**src/rtl/rom_reader_pkg.sv**
```systemverilog
// Shared types for the ROM stream reader: controller state encoding.
package rom_reader_pkg;

  typedef enum logic {
    IDLE   = 1'b0,
    STREAM = 1'b1
  } state_t;

endpackage

```
**src/rtl/rom_stream_reader.sv**
```systemverilog
// Streams a run of consecutive words from a combinational ROM as a valid/ready stream.
// First beat valid one cycle after start; m_valid/m_data hold under backpressure, one beat per cycle otherwise.
module rom_stream_reader
  import rom_reader_pkg::*;
#(
  parameter int DATA_WIDTH = 16,
  parameter int ADDR_WIDTH = 4,
  parameter int DATA_DEPTH = 16
) (
  input  logic                  clk,
  input  logic                  rst,
  input  logic                  start,
  input  logic [ADDR_WIDTH-1:0] base_addr,
  input  logic [ADDR_WIDTH:0]   length,
  output logic                  busy,
  output logic                  done,
  output logic                  err,
  output logic [ADDR_WIDTH-1:0] rom_addr,
  input  logic [DATA_WIDTH-1:0] rom_data,
  output logic                  m_valid,
  output logic [DATA_WIDTH-1:0] m_data,
  output logic                  m_last,
  input  logic                  m_ready
);

  // One bit wider than length so base+length can never wrap, even for the largest length.
  localparam int CW = ADDR_WIDTH + 2;

  state_t                state_q, state_n;
  logic [ADDR_WIDTH-1:0] rd_addr, rd_addr_n;
  logic [ADDR_WIDTH:0]   remaining, remaining_n;
  logic [DATA_WIDTH-1:0] data_n;
  logic                  valid_n, done_n, err_n;
  logic [CW-1:0]         req_end;
  logic                  accept;

  assign req_end  = CW'(base_addr) + CW'(length);
  assign accept   = m_valid && m_ready;
  assign rom_addr = (state_q == STREAM) ? rd_addr : base_addr;
  assign busy     = (state_q == STREAM);
  assign m_last   = m_valid && (remaining == '0);

  always_comb begin
    state_n     = state_q;
    rd_addr_n   = rd_addr;
    remaining_n = remaining;
    data_n      = m_data;
    valid_n     = m_valid;
    done_n      = 1'b0;
    err_n       = 1'b0;
    case (state_q)
      IDLE: begin
        if (start) begin
          if (req_end > CW'(DATA_DEPTH)) begin
            err_n = 1'b1;
          end else if (length == '0) begin
            done_n = 1'b1;
          end else begin
            data_n      = rom_data;
            valid_n     = 1'b1;
            rd_addr_n   = base_addr + ADDR_WIDTH'(1);
            remaining_n = length - (ADDR_WIDTH + 1)'(1);
            state_n     = STREAM;
          end
        end
      end
      STREAM: begin
        if (accept) begin
          if (remaining == '0) begin
            valid_n = 1'b0;
            done_n  = 1'b1;
            state_n = IDLE;
          end else begin
            data_n      = rom_data;
            rd_addr_n   = rd_addr + ADDR_WIDTH'(1);
            remaining_n = remaining - (ADDR_WIDTH + 1)'(1);
          end
        end
      end
      default: state_n = IDLE;
    endcase
  end

  always_ff @(posedge clk or posedge rst) begin
    if (rst) begin
      state_q   <= IDLE;
      rd_addr   <= '0;
      remaining <= '0;
      m_data    <= '0;
      m_valid   <= 1'b0;
      done      <= 1'b0;
      err       <= 1'b0;
    end else begin
      state_q   <= state_n;
      rd_addr   <= rd_addr_n;
      remaining <= remaining_n;
      m_data    <= data_n;
      m_valid   <= valid_n;
      done      <= done_n;
      err       <= err_n;
    end
  end

endmodule
```
**config.mk**
```make
export PLATFORM = sky130hd
export DESIGN_NAME = rom_stream_reader
export DESIGN_NICKNAME = d
export VERILOG_FILES = /design/src/rtl/rom_reader_pkg.sv /design/src/rtl/rom_stream_reader.sv
export SDC_FILE = /design/constraint.sdc
export NUM_CORES = 1
export LEC_CHECK = 0
export CAP_MARGIN = 15
export CELL_PAD_IN_SITES_DETAIL_PLACEMENT = 0
export CELL_PAD_IN_SITES_GLOBAL_PLACEMENT = 1
export CORE_MARGIN = 3
export CORE_UTILIZATION = 42
export CTS_BUF_LIST = sky130_fd_sc_hd__clkbuf_4
export CTS_CLUSTER_SIZE = 16
export DETAILED_ROUTE_END_ITERATION = 6
export DONT_BUFFER_PORTS = 1
export GPL_ROUTABILITY_DRIVEN = 0
export PLACE_DENSITY = 0.77
export SLEW_MARGIN = 20
export SYNTH_ARGS = -nofsm -noshare
export SYNTH_HDL_FRONTEND = slang
export SYNTH_SLANG_ARGS = --single-unit
```
**constraint.sdc**
```tcl
create_clock -name clk -period 2.45 [get_ports clk]
set_input_delay 0.1225 -clock clk [delete_from_list [all_inputs] [get_ports clk]]
set_output_delay 0.1225 -clock clk [all_outputs]
set_load 0.01 [all_outputs]
```
==> impl_metrics.csv <==
group,metric,value,unit
layout,n_antenna_cell,0,
layout,stdcell_count,231,
synthesis,yosys_warnings,0,
clocking,cts_setup_buffers,0,
clocking,cts.path.max_buffers,2,
synthesis,synthCells,150,
pwr,p_total,2.554,mW
floorplan,row_count,22,
drt,postRouteAntennaNets,0,
layout,area_growth,21.23,%
worst_setup_path,critical_path_class,"input pin to register",
drt,routed_via_density,5.623,
pwr,p_comb_frac,0.510,
sta,hold_viol,0,
sta,rsz0062_at_grt,"false",
floorplan,initial_core_util,0.4588,
global_routing,antenna_found_initial,0,
clocking,numCtsBuffers,5,
pwr,seqPwrFrac,0.383,
drt,wire_per_inst,16.79,um
synthesis,ys_ff_latch,29,
worst_setup_path,worstPathArrival,2470,ps
worst_setup_path,critical_path_peak_fanout,23,
floorplan,dieArea,0.005024,mm2
placement,port_buffers,0,
synthesis,ys_top_cells_by_count,"29 x dfrtp_1, 10 x mux2_4, 9 x inv_1",
sta,slew_violations,0,
synthesis,synth_top_area_frac,0.4105,
placement,dp_hpwl,2.849,mm
synthesis,ys.flop_type,"dfrtp_1",
sta,worst_pin_slew,393.7,ps
synthesis,async_reset_ff_frac,1.000,
layout,fin_area,0.002143,mm2
pwr,netSwitchingPower,1.001,mW
synthesis,ys_types,51,
synthesis,yosysTopAreaCell,"dfrtp_1",
run_status,status,"finished, final reports clean",
drt,remaining_drc_errors,0,
clocking,cts-hold-fix-buffers,19,
clocking,insertion_delay,330,ps
clocking,cts.sinks,29,
clocking,ctsResizeCount,0,
drt,drt_pass1_iterations,4,
placement,place_area,0.001894,mm2
floorplan,die_w,70.88,um
layout,fin_util,0.5562,
pwr,swShare,0.3919,
sta,fin_crit,2256,ps
drt,routed_wl,3.878,mm
sta,post-route-period-util,0.9207,
synthesis,synth_edf_count,0,
pwr,clkPwrFrac,0.106,
clocking,htreeDepth,2,
synthesis,avgSynthCellArea,11.79,um2
worst_setup_path,start_kind,"input pin",
sta,clock.fmax,443.3,MHz
job,maxCapViolCount,0,
drt,vias,1299,
synthesis,synthesis.area,0.001768,mm2
layout,fin_nets,219,
sta,max_slew_margin,0.7348,
synthesis,synthesis.nets,186,
floorplan,ios,54,
global_routing,grt_max_degree,30,
sta,setup_violations,0,
floorplan,die_h,70.88,um
global_routing,gr-usage-all-layers,0.1626,
drt,drt_iter0_drc,26,
synthesis,synth_area_leaders,"dfrtp_1 41%, mux2_4 8.5%, ha_1 4.2%, mux2_2 3.8%, mux2i_1 3.4%",
min_path,hold_path.class,"input pin to register",
clocking,clkTransAtPathRegs,90,ps
clocking,cts_root_buffer,"clkbuf_4",
worst_setup_path,critPathCaptureType,"register",
pwr,peakVddDrop,0.0005499,V
global_routing,grt_pass1_wl,6.451,mm
layout,drive_gt1_frac,0.2842,
worst_setup_path,required,2660,ps
clocking,cts_tree,"done",
pwr,p_int,1.553,mW
sta,setup_ws,194.2,ps
pwr,p_per_area,1192,mW/mm2
placement,place_ws,-152.9,ps
synthesis,yosysMostFrequentCell,"dfrtp_1",
sta,clock_skew,6.874,ps
pwr,leakage,0.9834,nW
global_routing,grt_pass1_vias,1367,
synthesis,yosysSeqAreaShare,0.4105,
floorplan,core,0.003854,mm2
global_routing,overflow,0,
placement,dpl.cell_count,204,
==> path summary, 6_finish.rpt <==
path	from	to	slack, ps	cells past startpoint
worst max register to register	remaining[2]	remaining[2]	310	6
max in group asynchronous	rst	remaining[4]	1890	3
worst min register to register	rd_addr[2]	rd_addr[2]	520	1
min in group asynchronous	rst	m_data[13]	290	3
worst min-delay path	length[0]	done	70	2
worst max-delay path	base_addr[0]	m_data[9]	190	8
==> power by group through the flow <==
stage,logic [mW],registers [mW],clock network [mW]
global route,1.43,1.02,0.314
global placement,1.24,0.977,0
detailed placement,1.28,0.986,0
floorplan,1.12,0.930,0
CTS,1.31,0.981,0.282
finish,1.30,0.978,0.272
==> stage by stage <==
stage,TNS [ps],hold WS [ps]
floorplan,-792.7,200.6
global placement,-1418,99.81
detailed placement,-2131,107.6
CTS,0,20.75
global route,0,39.60
finish,0,69.85
==> area by class of cell <==
type	count	area (um2)
fillers	332	1710
multi-input cells	107	992.2
flip-flops and latches	29	725.7
repair buffers	31	282.8
well taps	48	60.06
clock buffers	6	45.04
inverters	9	33.78
clock inverters	1	3.754
==> sequential cells by signal (all words and copies together) (netlist names) <==
signal     flops
busy           1
done           1
err            1
m_data        16
m_valid        1
rd_addr        4
remaining      5
==> per-layer routing <==
| layer | GRT usage | wire (um) |
|---|---|---|
| met4 | 0.04593 | 21 |
| met5 | 0 | 0 |
| met2 | 0.2678 | 1948 |
| met3 | 0.07386 | 266 |
| met1 | 0.1916 | 1641 |
==> worst max-delay path, cell delays in order <==
cell and delay, ps:
ha_4 150, fa_2 360, xor2_1 160, or4_1 410
o32a_4 210, o41a_4 460, nand2_8 210, mux2_2 370
==> cell usage in the layout, fill, tap and decap left out, types with 5 or more instances in the layout <==
cell / synthesis / routed
a21oi_1: 5 / 5
buf_4: 1 / 11
clkbuf_4: 0 / 6
dfrtp_1: 29 / 29
dlygate4sd3_1: 0 / 20
ha_1: 6 / 5
inv_1: 9 / 9
mux2_2: 6 / 6
mux2_4: 10 / 15
mux2i_1: 6 / 6
nand2_1: 7 / 7
nor2_1: 5 / 5
==> logic make-up after synthesis <==
kind of cell    count (synthesis)  share of synthesized area
simple gates                   38                     0.1309
flops                          29                     0.4105
fa+ha+maj                       7                    0.05379
mux                            27                     0.1890
xor+xnor                        4                    0.01982
buf+inv                        14                    0.04742
compound gates                 31                     0.1486
No activity file was read; power rests on OpenSTA's default activity.
